## config.mk

```make
export PLATFORM = sky130hd
export DESIGN_NAME = serializer_mlane
export DESIGN_NICKNAME = d
export VERILOG_FILES = /design/src/rtl/serializer_mlane.sv
export SDC_FILE = /design/constraint.sdc
export NUM_CORES = 1
export LEC_CHECK = 0
export ABC_AREA = 1
export CORE_MARGIN = 5
export CORE_UTILIZATION = 55
export CTS_BUF_LIST = sky130_fd_sc_hd__clkbuf_8
export DETAILED_ROUTE_END_ITERATION = 10
export PLACE_DENSITY = 0.82
export SETUP_SLACK_MARGIN = 0.5
export SYNTH_ARGS = -nofsm -noshare
export SYNTH_HDL_FRONTEND = slang
export SYNTH_SLANG_ARGS = --single-unit
```

## constraint.sdc

```tcl
create_clock -name CLK -period 5.9 [get_ports CLK]
set_clock_uncertainty 0.05 [all_clocks]
set_input_delay 1.18 -clock CLK [delete_from_list [all_inputs] [get_ports CLK]]
set_output_delay 1.18 -clock CLK [all_outputs]
set_load 0.005 [all_outputs]
```

## src/rtl/serializer_mlane.sv

```systemverilog
//----------------------------------------------------------------------------
// serializer_mlane
//
// Multi-lane parallel-to-serial transmitter with a forwarded half-rate clock.
// Every lane shares one O_CLK, one beat counter and one 1-deep holding
// register, so all lanes start and finish their words on the same beat.
// When no word is waiting at a load boundary the IDLE pattern is sent on
// every lane and UNDERRUN is pulsed.
//
// Parameters
//   WIDTH  bits per word per lane (2..32, even in DDR mode)
//   LANES  number of serial data lanes (1..16)
//   MODE   "SDR" (1 bit per O_CLK period) or "DDR" (2 bits per O_CLK period)
//   IDLE   WIDTH-bit pattern loaded into every lane on underrun
//
// Ports
//   CLK       bit clock; O_CLK runs at CLK/2
//   RST       synchronous, active-high reset
//   I         input word, lane k = I[k*WIDTH +: WIDTH]
//   I_VALID   word on I is valid
//   I_READY   block accepts I this cycle
//   BITSLIP   one-cycle pulse, rotates lane alignment by one beat
//   LOAD      strobe: shift registers load this cycle
//   UNDERRUN  strobe: IDLE was loaded instead of data
//   CE        beat enable (= !O_CLK)
//   O_CLK     forwarded clock
//   O_DAT     serial data, bit k = lane k, MSB first
//
// Build option
//   SERIALIZER_BITSLIP_EN  when defined, BITSLIP advances a shared slip
//                          count (mod beats-per-word) and every loaded word
//                          is rotated left by slip*bits-per-beat. When not
//                          defined, BITSLIP is ignored and no rotation logic
//                          is built.
//----------------------------------------------------------------------------
module serializer_mlane #(
    parameter int               WIDTH = 8,
    parameter int               LANES = 2,
    parameter                   MODE  = "SDR",
    parameter logic [WIDTH-1:0] IDLE  = '0
) (
    input  logic                   CLK,
    input  logic                   RST,
    input  logic [WIDTH*LANES-1:0] I,
    input  logic                   I_VALID,
    output logic                   I_READY,
    input  logic                   BITSLIP,
    output logic                   LOAD,
    output logic                   UNDERRUN,
    output logic                   CE,
    output logic                   O_CLK,
    output logic [LANES-1:0]       O_DAT
);

    localparam bit              IS_DDR = (MODE == "DDR");
    localparam int              B      = IS_DDR ? 2 : 1;
    localparam int              N      = WIDTH / B;
    localparam int              CW     = (N > 1) ? $clog2(N) : 1;
    localparam logic [CW-1:0]   LAST   = CW'(N - 1);

    // Reject configurations the datapath cannot represent.
    generate
        if (MODE != "SDR" && MODE != "DDR") begin : g_bad_mode
            $error("serializer_mlane: MODE must be SDR or DDR");
        end
        if (WIDTH < 2 || WIDTH > 32) begin : g_bad_width
            $error("serializer_mlane: WIDTH must be in 2..32");
        end
        if (IS_DDR && (WIDTH % 2) != 0) begin : g_odd_ddr
            $error("serializer_mlane: WIDTH must be even in DDR mode");
        end
        if (LANES < 1 || LANES > 16) begin : g_bad_lanes
            $error("serializer_mlane: LANES must be in 1..16");
        end
    endgenerate

    logic                   o_clk;
    logic [CW-1:0]          count;
    logic                   hold_full;
    logic [WIDTH*LANES-1:0] hold_reg;
    logic                   ce;
    logic                   load_now;
    logic                   take;

    // A beat happens on every low phase of the forwarded clock; the word
    // boundary is the beat where the down-counter sits at zero.
    assign ce       = ~o_clk;
    assign load_now = ce && (count == '0);

    // The holding register can accept a new word when it is empty, or on the
    // very cycle its current word is being moved into the shift registers.
    // Nothing is accepted while reset is applied, since it would be dropped.
    assign I_READY  = !RST && (!hold_full || load_now);
    assign take     = I_VALID && I_READY;

    assign LOAD     = !RST && load_now;
    assign UNDERRUN = !RST && load_now && !hold_full;
    assign CE       = ce;
    assign O_CLK    = o_clk;

    // Forwarded clock and beat counter. The counter starts at zero so the
    // first beat after reset is already a load.
    always_ff @(posedge CLK) begin
        if (RST) begin
            o_clk <= 1'b1;
            count <= '0;
        end else begin
            o_clk <= ~o_clk;
            if (ce) begin
                count <= (count == '0) ? LAST : count - 1'b1;
            end
        end
    end

    // Holding register occupancy. An accept wins over a simultaneous load so
    // the newly accepted word stays pending behind the one being consumed.
    always_ff @(posedge CLK) begin
        if (RST) begin
            hold_full <= 1'b0;
        end else if (take) begin
            hold_full <= 1'b1;
        end else if (load_now) begin
            hold_full <= 1'b0;
        end
    end

    // Held data needs no reset: it is only used while hold_full is set.
    always_ff @(posedge CLK) begin
        if (take) begin
            hold_reg <= I;
        end
    end

`ifdef SERIALIZER_BITSLIP_EN
    logic [CW-1:0] slip;

    // Shared lane alignment. It is sampled at each load, so a pulse that
    // lands on a load cycle takes effect from the following word.
    always_ff @(posedge CLK) begin
        if (RST) begin
            slip <= '0;
        end else if (BITSLIP) begin
            slip <= (slip == LAST) ? '0 : slip + 1'b1;
        end
    end

    // Rotate left by whole beats; the shift of the doubled word brings the
    // wrapped-around high bits back in at the bottom.
    function automatic logic [WIDTH-1:0] rotl_beats(input logic [WIDTH-1:0] w,
                                                    input logic [CW-1:0]    s);
        logic [2*WIDTH-1:0] d;
        d = {w, w} << (s * B);
        return d[2*WIDTH-1:WIDTH];
    endfunction
`else
    logic unused_bitslip;
    assign unused_bitslip = BITSLIP;
`endif

    generate
        for (genvar k = 0; k < LANES; k++) begin : g_lane
            logic [WIDTH-1:0] word_sel;
            logic [WIDTH-1:0] word_in;
            logic [WIDTH-1:0] sreg;
            logic             dat_q;

            assign word_sel = hold_full ? hold_reg[k*WIDTH +: WIDTH] : IDLE;
`ifdef SERIALIZER_BITSLIP_EN
            assign word_in  = rotl_beats(word_sel, slip);
`else
            assign word_in  = word_sel;
`endif

            // Shift register: load at the word boundary, otherwise move the
            // next beat's bits to the top on every beat.
            always_ff @(posedge CLK) begin
                if (RST) begin
                    sreg <= '0;
                end else if (load_now) begin
                    sreg <= word_in;
                end else if (ce) begin
                    sreg <= sreg << B;
                end
            end

            if (IS_DDR) begin : g_ddr
                logic lo;

                // Both bits of a beat are captured together on the CE cycle;
                // the second one is replayed during the following high phase
                // of O_CLK so the pair shares one O_CLK period.
                always_ff @(posedge CLK) begin
                    if (RST) begin
                        dat_q <= 1'b0;
                        lo    <= 1'b0;
                    end else if (ce) begin
                        dat_q <= sreg[WIDTH-1];
                        lo    <= sreg[WIDTH-2];
                    end else begin
                        dat_q <= lo;
                    end
                end
            end else begin : g_sdr
                always_ff @(posedge CLK) begin
                    if (RST) begin
                        dat_q <= 1'b0;
                    end else if (ce) begin
                        dat_q <= sreg[WIDTH-1];
                    end
                end
            end

            assign O_DAT[k] = dat_q;
        end
    endgenerate

    // A pending word must never be replaced before it has been loaded.
    a_no_overwrite : assert property (@(posedge CLK) disable iff (RST)
        take |-> (!hold_full || load_now));

    // The beat counter stays inside one word.
    a_count_range : assert property (@(posedge CLK) disable iff (RST)
        count <= LAST);

endmodule

```

# Word level (Yosys, flattened, before mapping)
# Index checks and enable logic that the tools add are counted.
[op_classes]
add_sub_neg = 1
eq_ne = 1
n_reduce_logical = 10
n_bitwise = 1
n_mux = 9
[ops]
columns = ["operator", "count"]
rows = [
  ["$mux 8", 6],
  ["$logic_and 1x1->1", 5],
  ["$logic_not 3->1", 1],
  ["$mux 3", 1],
  ["$sub 3x1->3 const B", 1],
  ["$logic_not 1->1", 2],
  ["$mux 1", 2],
  ["$ne 2x1->1 const B", 1],
  ["$reduce_bool 2->1", 1],
  ["$logic_or 1x1->1", 1],
  ["$not 1->1", 1],
]
[totals]
regBits = 39
elab_cells = 30

# Longest topological paths before layout
# Gate-level depths: netlist of run 1.
[depth]
depth_word = 6
ltp_mapped = 8
ltp_nobuf = 7

# Worst setup path after synthesis of run 1
# OpenSTA, ideal clock, no wires.
[synth_timing]
path_type = "input to output"
start = "input RST"
end = "output I_READY"
arrival_time_ps = 1544
cell_stages = 4
path_slack_ps = 3126
path_cell_list = "inv_2 > buf_2 > nand2_1 > inv_1"
[synth_between]
elab_chain_cells = 2
[synth_lines]
columns = ["item", "line", "rtl"]
rows = [
  ["start, declared", "43", "input logic RST,"],
  ["$logic_not 1->1", "93", "assign I_READY = !RST && (!hold_full || load_now);"],
  ["$logic_and 1x1->1", "93", ""],
  ["end, declared", "46", "output logic I_READY,"],
]
# No other way between the ends.

# Worst setup path in the final report of run 1
[layout_timing]
start = "input RST"
end = "output UNDERRUN"
[layout_between]
elab_chain_cells = 3
[layout_lines]
columns = ["item", "line", "rtl"]
rows = [
  ["$logic_not 1->1", "97", "assign UNDERRUN = !RST && load_now && !hold_full;"],
  ["$logic_and 1x1->1 (2 in series)", "97", ""],
  ["end, declared", "49", "output logic UNDERRUN,"],
]
# No other way between the ends.

==> results of run 1 <==
-- final cells by class --
class | instances | area (sq um) | area share [%]
Clock inverter | 1 | 3.75 | 0.196
Sequential cell | 39 | 941 | 49.1
Tap cell | 31 | 38.8 | 2.02
Inverter | 8 | 30.0 | 1.57
Multi-Input combinational cell | 129 | 556 | 29.0
Clock buffer | 7 | 96.3 | 5.03
Timing Repair Buffer | 25 | 250 | 13.1
-- cells in the mapped netlist --
cell | n | area (sq um)
nand2_1 | 49 | 184
nor2_1 | 48 | 180
dfxtp_1 | 23 | 460
edfxtp_1 | 16 | 480
o21ai_0 | 11 | 55.1
o21ai_1 | 10 | 50.1
buf_4 | 6 | 45.0
inv_1 | 4 | 15.0
inv_2 | 4 | 15.0
nand3_1 | 4 | 20.0
buf_2 | 3 | 15.0
a21oi_1 | 2 | 10.0
buf_6 | 2 | 22.5
clkbuf_1 | 2 | 7.51
ha_1 | 2 | 25.0
a31oi_1 | 1 | 6.26
a31oi_2 | 1 | 12.5
nand4_2 | 1 | 12.5
-- metal layers --
| layer | up-vias | wire, um | share of wire [%] | global-route usage [%] |
|---|---|---|---|---|
| met5 | - | 0 | 0 | 0 |
| met2 | 39 | 1490 | 51 | 25.9 |
| met3 | 6 | 193 | 6.6 | 5.60 |
| met4 | 0 | 59 | 2.0 | 7.63 |
| li1 | 636 | - | - | - |
| met1 | 556 | 1180 | 40 | 15.3 |
-- worst register-to-register path, cell delays in order (launching register included) --
cell and delay, ns:
dfxtp_1 0.38, inv_2 0.46, nand3_1 0.15, nand2_1 0.12
nand2_1 0.08, nor2_1 1.02
-- cells by family after synthesis --
logic type | synth area share (%)
AO/OA/AOI/OAI | 8.28
AND/OR/NAND/NOR | 24.5
adder cells (fa/ha/maj) | 1.55
buffers and inverters | 7.43
flip-flops | 58.2
-- power by group through the flow --
stage          logic [W]  registers [W]  clock network, W
6_report       0.0000753       0.000310          0.000190
5_1_grt        0.0000850       0.000312          0.000205
4_1_cts        0.0000759       0.000310          0.000196
3_5_place_dp   0.0000756       0.000316                 0
3_3_place_gp   0.0000718       0.000314                 0
2_1_floorplan  0.0000585       0.000311                 0
-- metrics by stage --
| stage | hold WS [ns] | utilization, % | instance area, sq um |
|---|---|---|---|
| detailed placement | 0.432 | 65.3 | 1820 |
| CTS | 0.442 | 68.9 | 1920 |
| floorplan | 0.397 | - | 1620 |
| global route | 0.466 | 68.9 | 1920 |
| finish | 0.440 | 68.9 | 1920 |
| global placement | 0.408 | 65.3 | 1820 |
-- how the worst min path moves through the flow --
stage	end	from	cells past startpoint
floorplan	O_CLK	O_CLK	1
global placement	count[0]	count[0]	1
global route	g_lane[1].sreg[0]	g_lane[1].sreg[0]	2
finish	g_lane[1].sreg[0]	g_lane[1].sreg[0]	2
detailed placement	g_lane[1].sreg[0]	g_lane[1].sreg[0]	2
CTS	g_lane[1].sreg[0]	g_lane[1].sreg[0]	2
==> results.tsv, run 1 <==
stage	metric	value	unit
sta	finalSetupViolations	0	
critical_path	r2r_start	O_CLK	
place	dp_slack	1.89	ns
run_status	status	finished clean	
critical_path	crit_slowest_cell	clkdlybuf4s50_1	
critical_path	start_kind	input pin	
job	maxCapViolations	0	
cts	cts.clk_slew.worst_paths	0.07	ns
cells_and_area	mostFrequentLayoutCell	nand2_1	
global_route	grt_pass1_wl	4.76	mm
global_route	grt_max_degree	40	
sta	setup_tns	0	ns
floorplanning	rows	19	
power_and_ir_drop	internal-power	0.000436	W
sta	hold_viol	0	
yosys	ys_ff_latch	39	
critical_path	ff2ff_setup_slack	3.26	ns
global_route	track_usage	14.8	%
critical_path	worst_ep_required_time	4.67	ns
sta	fmax	250	MHz
critical_path	startpoint	RST	
cells_and_area	final_layout_size_suffix_gt1_share	6.22	%
critical_path	path_buf_inv	3	
routing	drc	0	
yosys	syn_area	1620	sq um
routing	drt-vias-per-instance	5.15	
cts	post_cts_buffers	0	
critical_path	critPathMaxFanout	24	
routing	vias	1237	
critical_path	r2r-end	hold_reg[14]	
routing	dr.first_iter.drc_count	60	
yosys	syn_nets	211	
place	routabilityCongestion	0.781	
cts	clk_latency	0.29	ns
power_and_ir_drop	irDropWorstVdd	0.258	mV
sta	post-route-period-util	67.8	%
cts	numCtsBuffers	5	
place	post-dp-hpwl	1.97	mm
critical_path	cp-end-kind	primary output	
sta	report.final.slew_viol_count	0	
global_route	grt-ovfl-total	0	
cts	cts_buffer_depth	2	
routing	wl	2.92	mm
cts	cts_tree	yes	
power_and_ir_drop	leakage	0.762	nW
global_route	antenna_found_initial	0	
cells_and_area	diodes	0	
power_and_ir_drop	total_power	0.000575	W
cts	cts_resized	0	
critical_path	crit_type	in -> out	
global_route	first_global_vias	1153	
sta	slew_headroom	9.77	%
cells_and_area	mostFrequentLayoutCells	49 x nand2_1, 48 x nor2_1, 25 x clkdlybuf4s50_1	
cts	clock-sinks	39	
cells_and_area	fill_cells	208	
yosys	yosysSeqAreaShare	58.2	%
routing	drt_pre_antenna_iters	4	
yosys	yosysWarnings	0	
floorplanning	die_y	64.2	um
power_and_ir_drop	p_sw	0.000139	W
sta	rsz0062_at_grt	no	
cells_and_area	nNetsFinal	230	
sta	worst_pin_slew	1.35	ns
critical_path	worstSetupEndpoint	UNDERRUN	
sta	period_needed	4.00	ns
power_and_ir_drop	power.density	300	nW/um^2
critical_path	worstRegToRegCells	5	
critical_path	cp_data_arrival_time	2.77	ns
floorplanning	coreArea	2780	sq um
yosys	synthCells	189	
critical_path	cp.depth	5	
power_and_ir_drop	clockPowerShare	33.0	%
critical_path	critPathTopFamily	buffers and inverters	
cts	cts_max_level	2	
cts	cts-root-buf	clkbuf_8	
routing	wl_per_cell	12.2	um
critical_path	max_stage_delay	0.51	ns
critical_path	path_cells	clkdlybuf4s50_1 > inv_2 > nand4_2 > nor2_1 > clkdlybuf4s50_1	
critical_path	cp_common_cell	clkdlybuf4s50_1	
floorplanning	die_area	4120	sq um
floorplanning	initial_utilization	58.1	%
cells_and_area	syn_to_final_growth	18.5	%
sta	setup_slack	1.90	ns
cts	hold_buffers	0	
floorplanning	fp.dieW	64.2	um
floorplanning	num_io_pins	27	
cells_and_area	layout.cells.non_filler	240	
worst_hold_path	worst_hold_path_type	reg -> reg	
routing	antenna_left	0	
power_and_ir_drop	switching_share	24.2	%
power_and_ir_drop	power_frac_comb	13.1	%
yosys	ys_types	18	
place	io_buffers	25	
yosys	avgSynthCellArea	8.55	sq um
power_and_ir_drop	p_seq_share	53.9	%
place	placed_cells	232	
Note: power is estimated with default switching activity, not from simulation.
==> inputs of run 2 (changes only) <==
--- a/config.mk
+++ b/config.mk
@@ -7,10 +7,10 @@
 export LEC_CHECK = 0
 export ABC_AREA = 1
 export CORE_MARGIN = 5
-export CORE_UTILIZATION = 55
+export CORE_UTILIZATION = 54
 export CTS_BUF_LIST = sky130_fd_sc_hd__clkbuf_8
 export DETAILED_ROUTE_END_ITERATION = 10
-export PLACE_DENSITY = 0.82
+export PLACE_DENSITY = 0.81
 export SETUP_SLACK_MARGIN = 0.5
 export SYNTH_ARGS = -nofsm -noshare
 export SYNTH_HDL_FRONTEND = slang
==> constraint.sdc (replaced) <==
create_clock -name CLK -period 4.1 [get_ports CLK]
set_clock_uncertainty 0.05 [all_clocks]
set_input_delay 0.82 -clock CLK [delete_from_list [all_inputs] [get_ports CLK]]
set_output_delay 0.82 -clock CLK [all_outputs]
set_load 0.005 [all_outputs]
==> run 2 against run 1 <==
Final area decreased by 0.59%. Critical path depth did not move. Routed wire length is 8.4% lower. Clock power up 23%. Sequential share of layout area grew 0.29 points. Register-to-register slack got worse by 1.0 ns. Die area increased by 1.6%. Sequential cell count unchanged. First-iteration DRC count increased by 65%. Sequential power up 44%. Global-route usage shrank 0.83 points. Critical path type unchanged. Largest power group unchanged. Highest routed layer unchanged.
==> results.tsv, run 2 (synthesis gave the netlist of run 1 again) <==
stage	metric	value	unit
cts	cts_max_level	2	
power_and_ir_drop	irDropWorstVdd	0.274	mV
cts	cts_buffer_depth	2	
sta	report.final.slew_viol_count	0	
cts	cts-root-buf	clkbuf_8	
critical_path	critPathMaxFanout	24	
global_route	grt_pass1_wl	4.49	mm
place	dpl_cell_area	1820	sq um
critical_path	cp-end-kind	primary output	
power_and_ir_drop	leakage	0.762	nW
floorplanning	coreArea	2810	sq um
critical_path	cp_data_arrival_time	2.41	ns
global_route	first_global_vias	1024	
routing	drc	0	
power_and_ir_drop	clockPowerShare	29.7	%
power_and_ir_drop	p_seq_share	56.6	%
cts	numCtsBuffers	5	
cells_and_area	mostFrequentLayoutCell	nand2_1	
power_and_ir_drop	switching_share	24.8	%
sta	rsz0062_at_grt	no	
critical_path	path_cells	clkdlybuf4s50_1 > inv_2 > nand4_2 > nor2_1 > clkdlybuf4s50_1	
global_route	grt_max_degree	40	
cts	clk_latency	0.28	ns
floorplanning	die_area	4190	sq um
cells_and_area	mostFrequentLayoutCells	49 x nand2_1, 48 x nor2_1, 25 x clkdlybuf4s50_1	
power_and_ir_drop	power.density	413	nW/um^2
place	io_buffers	25	
global_route	grt-ovfl-total	0	
critical_path	cp_common_cell	clkdlybuf4s50_1	
worst_hold_path	worst_hold_path_type	reg -> reg	
floorplanning	fp.dieW	64.7	um
floorplanning	rows	19	
power_and_ir_drop	power_frac_comb	13.7	%
critical_path	start_kind	input pin	
power_and_ir_drop	p_sw	0.000195	W
routing	antenna_left	0	
critical_path	path_buf_inv	3	
routing	vias	1176	
floorplanning	die_y	64.7	um
sta	period_needed	3.28	ns
cts	hold_buffers	0	
cells_and_area	fin_area	1900	sq um
job	maxCapViolations	0	
critical_path	critPathTopFamily	buffers and inverters	
cells_and_area	final_layout_size_suffix_gt1_share	6.19	%
global_route	antenna_found_initial	0	
sta	hold_viol	0	
cells_and_area	diodes	0	
sta	slew_headroom	38.0	%
floorplanning	num_io_pins	27	
place	post-dp-hpwl	1.80	mm
sta	finalSetupViolations	0	
run_status	status	finished clean	
cts	post_cts_buffers	0	
critical_path	crit_slowest_cell	clkdlybuf4s50_1	
critical_path	crit_type	in -> out	
routing	drt_pre_antenna_iters	4	
floorplanning	initial_utilization	57.6	%
critical_path	worst_ep_required_time	3.23	ns
cells_and_area	nNetsFinal	231	
cells_and_area	syn_to_final_growth	17.8	%
critical_path	max_stage_delay	0.51	ns
routing	drt-vias-per-instance	4.88	
cts	cts_tree	yes	
routing	wl	2.68	mm
place	routabilityCongestion	0.750	
routing	wl_per_cell	11.1	um
global_route	track_usage	14.0	%
cts	clock-sinks	39	
cts	cts.clk_slew.worst_paths	0.07	ns
sta	post-route-period-util	80.0	%
routing	dr.first_iter.drc_count	99	
sta	worst_pin_slew	0.927	ns
power_and_ir_drop	internal-power	0.000591	W
sta	setup_tns	0	ns
sta	fmax	305	MHz
cts	cts_resized	0	
-- run 2: changes by cell type in the layout (fill, tap and decap cells not counted), sizes merged --
cell,previous run,this run
clkinv,0,1
clkbuf,7,5
buf,0,1
inv,9,10
-- run 2: layout make-up --
cell class              instances  area, sq um
fillers                       248          901
multi-input cells             129          556
well taps                      31         38.8
clock buffers                   5         68.8
clock inverters                 3         12.5
inverters                       8         30.0
flip-flops and latches         39          941
repair buffers                 26          258
-- run 2: per-layer routing --
layer	up-vias	GRT usage [%]	wire length [um]
li1	639	-	-
met1	514	15.6	1220
met2	19	24.4	1310
met3	4	4.32	112
met4	0	6.33	41
met5	-	0	0
-- run 2: stage by stage --
stage / total power [W] / std cells / hold WS (ns) / setup slack [ns] / util, %
global placement: 0.000557 / 233 / 0.404 / 0.818 / 65.0
detailed placement: 0.000562 / 233 / 0.416 / 0.811 / 65.0
CTS: 0.000796 / 241 / 0.434 / 0.800 / 67.9
floorplan: 0.000531 / 189 / 0.397 / 1.83 / -
finish: 0.000786 / 241 / 0.432 / 0.819 / 67.9
global route: 0.000833 / 241 / 0.457 / 0.723 / 67.9
-- run 2: path summary, 6_finish.rpt --
check	slack, ns	end	cells after the start	from
worst max-delay path	0.82	UNDERRUN	5	RST
worst max register to register	2.21	g_lane[1].sreg[2]	7	count[0]
worst min-delay path	0.43	g_lane[1].dat_q	2	g_lane[1].dat_q
worst min register to register	0.43	g_lane[1].dat_q	2	g_lane[1].dat_q
-- run 2: worst min-delay path: cells and delay by family, from the launching register on --
family	cells	cell delay, ns
DFF	1	0.32
and+or+nand+nor	2	0.13
-- run 2: power by group through the flow --
stage	Sequential, W	Combinational (W)	Clock, W
6_report	0.000445	0.000108	0.000233
4_1_cts	0.000445	0.000109	0.000242
5_1_grt	0.000448	0.000122	0.000263
3_5_place_dp	0.000453	0.000108	0
2_1_floorplan	0.000447	0.0000842	0
3_3_place_gp	0.000452	0.000105	0
==> inputs of run 3 (changes only) <==
--- a/config.mk
+++ b/config.mk
@@ -7,10 +7,10 @@
 export LEC_CHECK = 0
 export ABC_AREA = 1
 export CORE_MARGIN = 5
-export CORE_UTILIZATION = 54
+export CORE_UTILIZATION = 49
 export CTS_BUF_LIST = sky130_fd_sc_hd__clkbuf_8
 export DETAILED_ROUTE_END_ITERATION = 10
-export PLACE_DENSITY = 0.81
+export PLACE_DENSITY = 0.77
 export SETUP_SLACK_MARGIN = 0.5
 export SYNTH_ARGS = -nofsm -noshare
 export SYNTH_HDL_FRONTEND = slang
==> constraint.sdc (replaced) <==
create_clock -name CLK -period 2.9 [get_ports CLK]
set_clock_uncertainty 0.05 [all_clocks]
set_input_delay 0.58 -clock CLK [delete_from_list [all_inputs] [get_ports CLK]]
set_output_delay 0.58 -clock CLK [all_outputs]
set_load 0.005 [all_outputs]
==> run 3 against run 2 <==
Setup slack lost 0.28 ns. Combinational power grew 65%. Non-clock buffer count grew 6. Register-to-register slack lost 1.1 ns. Sequential power grew 41%. Hold slack lost 0.0057 ns. Final cell count grew 7.9%. Total power grew 61%. Sequential cell count is the same. Global-route usage grew 1.5 points.
==> results.tsv, run 3 (synthesis gave the netlist of run 1 again) <==
stage	metric	value	unit
cells_and_area	diodes	0	
sta	hold_viol	0	
place	post-dp-hpwl	1.90	mm
cells_and_area	final_layout_size_suffix_gt1_share	10.2	%
critical_path	path_cells	inv_1 > ha_4 > nand3_1 > nand2_1 > nand2_1 > inv_1 > clkdlybuf4s50_1	
floorplanning	initial_utilization	52.1	%
power_and_ir_drop	internal-power	0.000968	W
critical_path	worst_ep_required_time	2.27	ns
sta	report.final.slew_viol_count	0	
cts	cts_buffer_depth	2	
worst_hold_path	worst_hold_path_type	reg -> reg	
cts	cts-root-buf	clkbuf_8	
sta	setup_tns	0	ns
floorplanning	die_y	67.4	um
cts	numCtsBuffers	5	
power_and_ir_drop	power_frac_comb	14.1	%
routing	dr.first_iter.drc_count	58	
routing	wl_per_cell	11.6	um
cells_and_area	mostFrequentLayoutCell	nand2_1	
sta	worst_pin_slew	0.933	ns
cts	clock-sinks	39	
critical_path	crit_slowest_cell	clkdlybuf4s50_1	
global_route	grt_pass1_wl	5.11	mm
global_route	grt-ovfl-total	0	
cells_and_area	fin_area	2060	sq um
sta	fmax	423	MHz
sta	period_needed	2.37	ns
floorplanning	die_area	4550	sq um
routing	antenna_left	0	
place	dp_slack	0.293	ns
routing	drc	0	
cts	cts.clk_slew.worst_paths	0.07	ns
cts	cts_max_level	2	
floorplanning	coreArea	3100	sq um
cells_and_area	mostFrequentLayoutCells	49 x nand2_1, 48 x nor2_1, 23 x dfxtp_1, 23 x clkdlybuf4s50_1, 16 x edfxtp_1	
critical_path	cp_data_arrival_time	1.74	ns
global_route	antenna_found_initial	0	
power_and_ir_drop	p_sw	0.000296	W
cells_and_area	nNetsFinal	237	
sta	post-route-period-util	81.6	%
place	dpl_cell_area	1860	sq um
global_route	track_usage	15.5	%
place	routabilityCongestion	0.753	
power_and_ir_drop	switching_share	23.4	%
sta	timing.hold.ws	0.426	ns
sta	finalSetupViolations	0	
global_route	first_global_vias	1206	
sta	rsz0062_at_grt	yes	
routing	drt_pre_antenna_iters	4	
power_and_ir_drop	clockPowerShare	36.3	%
critical_path	cp-end-kind	primary output	
floorplanning	num_io_pins	27	
cts	clk_latency	0.29	ns
sta	slew_headroom	37.6	%
power_and_ir_drop	irDropWorstVdd	0.375	mV
routing	vias	1252	
critical_path	max_stage_delay	0.49	ns
critical_path	start_kind	flop	
place	io_buffers	25	
run_status	status	finished clean	
worst_hold_path	hold_depth	2	
cells_and_area	syn_to_final_growth	27.6	%
power_and_ir_drop	power.density	613	nW/um^2
power_and_ir_drop	p_seq_share	49.6	%
global_route	grt_max_degree	32	
floorplanning	fp.dieW	67.4	um
critical_path	crit_type	reg -> out	
routing	drt-vias-per-instance	4.82	
critical_path	critPathMaxFanout	3	
sta	setup_slack	0.534	ns
floorplanning	rows	20	
job	maxCapViolations	0	
power_and_ir_drop	leakage	0.827	nW
critical_path	worstRegToRegCells	7	
routing	wl	3.02	mm
cts	cts_tree	yes	
run 3: cell types whose count changed in the layout (fill, tap and decap cells not counted), sizes merged:
cell | before | now
inv | 10 | 8
buf | 1 | 6
dlygate4sd2 | 0 | 2
bufbuf | 0 | 1
clkbuf | 5 | 6
bufinv | 0 | 1
clkdlybuf4s50 | 25 | 23
run 3: cell type report:
class / count / area, sq um
Clock buffer: 6 / 82.6
Clock inverter: 2 / 35.0
Fill cell: 278 / 1040
Inverter: 8 / 30.0
Multi-Input combinational cell: 129 / 577
Sequential cell: 39 / 941
Tap cell: 44 / 55.1
Timing Repair Buffer: 32 / 342
run 3: metal layers:
| metal | vias up | track usage, % | wire length, um |
|---|---|---|---|
| met2 | 31 | 25.9 | 1440 |
| met5 | - | 0 | 0 |
| met3 | 5 | 4.16 | 148 |
| met1 | 566 | 17.4 | 1370 |
| li1 | 650 | - | - |
| met4 | 0 | 9.87 | 64 |
run 3: power by group through the flow:
| stage | Clock (W) | Combinational, W | Sequential [W] |
|---|---|---|---|
| 2_1_floorplan | 0 | 0.000119 | 0.000632 |
| 3_3_place_gp | 0 | 0.000155 | 0.000637 |
| 3_5_place_dp | 0 | 0.000161 | 0.000639 |
| 4_1_cts | 0.000472 | 0.000174 | 0.000627 |
| 5_1_grt | 0.000497 | 0.000201 | 0.000631 |
| 6_report | 0.000459 | 0.000178 | 0.000627 |
run 3: worst max-delay path: cells and delay by family (launching register included):
| kind | cells | cell delay (ns) |
|---|---|---|
| adders and majority gates | 1 | 0.17 |
| buffers and inverters | 3 | 0.68 |
| DFF | 1 | 0.33 |
| and+or+nand+nor | 3 | 0.27 |
run 3: final timing paths:
kind / startpoint / end / slack (ns)
min: g_lane[1].sreg[0] / g_lane[1].sreg[0] / 0.43
max reg2reg: count[0] / g_lane[1].sreg[1] / 1.11
min reg2reg: g_lane[1].sreg[0] / g_lane[1].sreg[0] / 0.43
max: count[0] / I_READY / 0.53
run 3: stage by stage:
stage                     std cells  total power, W  utilization, %
final                           260         0.00126            66.5
after global routing            260         0.00133            66.5
after CTS                       260         0.00127            65.9
after detailed placement        249        0.000800            60.0
after global placement          249        0.000793            60.0
after floorplan                 189        0.000751               -
run 3: timing repair:
action / 4_1_cts / 5_1_grt
pin swaps: 1 / 0
hold buffers: 0 / 0
setup buffers: 2 / 0
gates cloned: 1 / 0
setup endpoints to repair: 3 / 2
gates resized for setup: 6 / 3
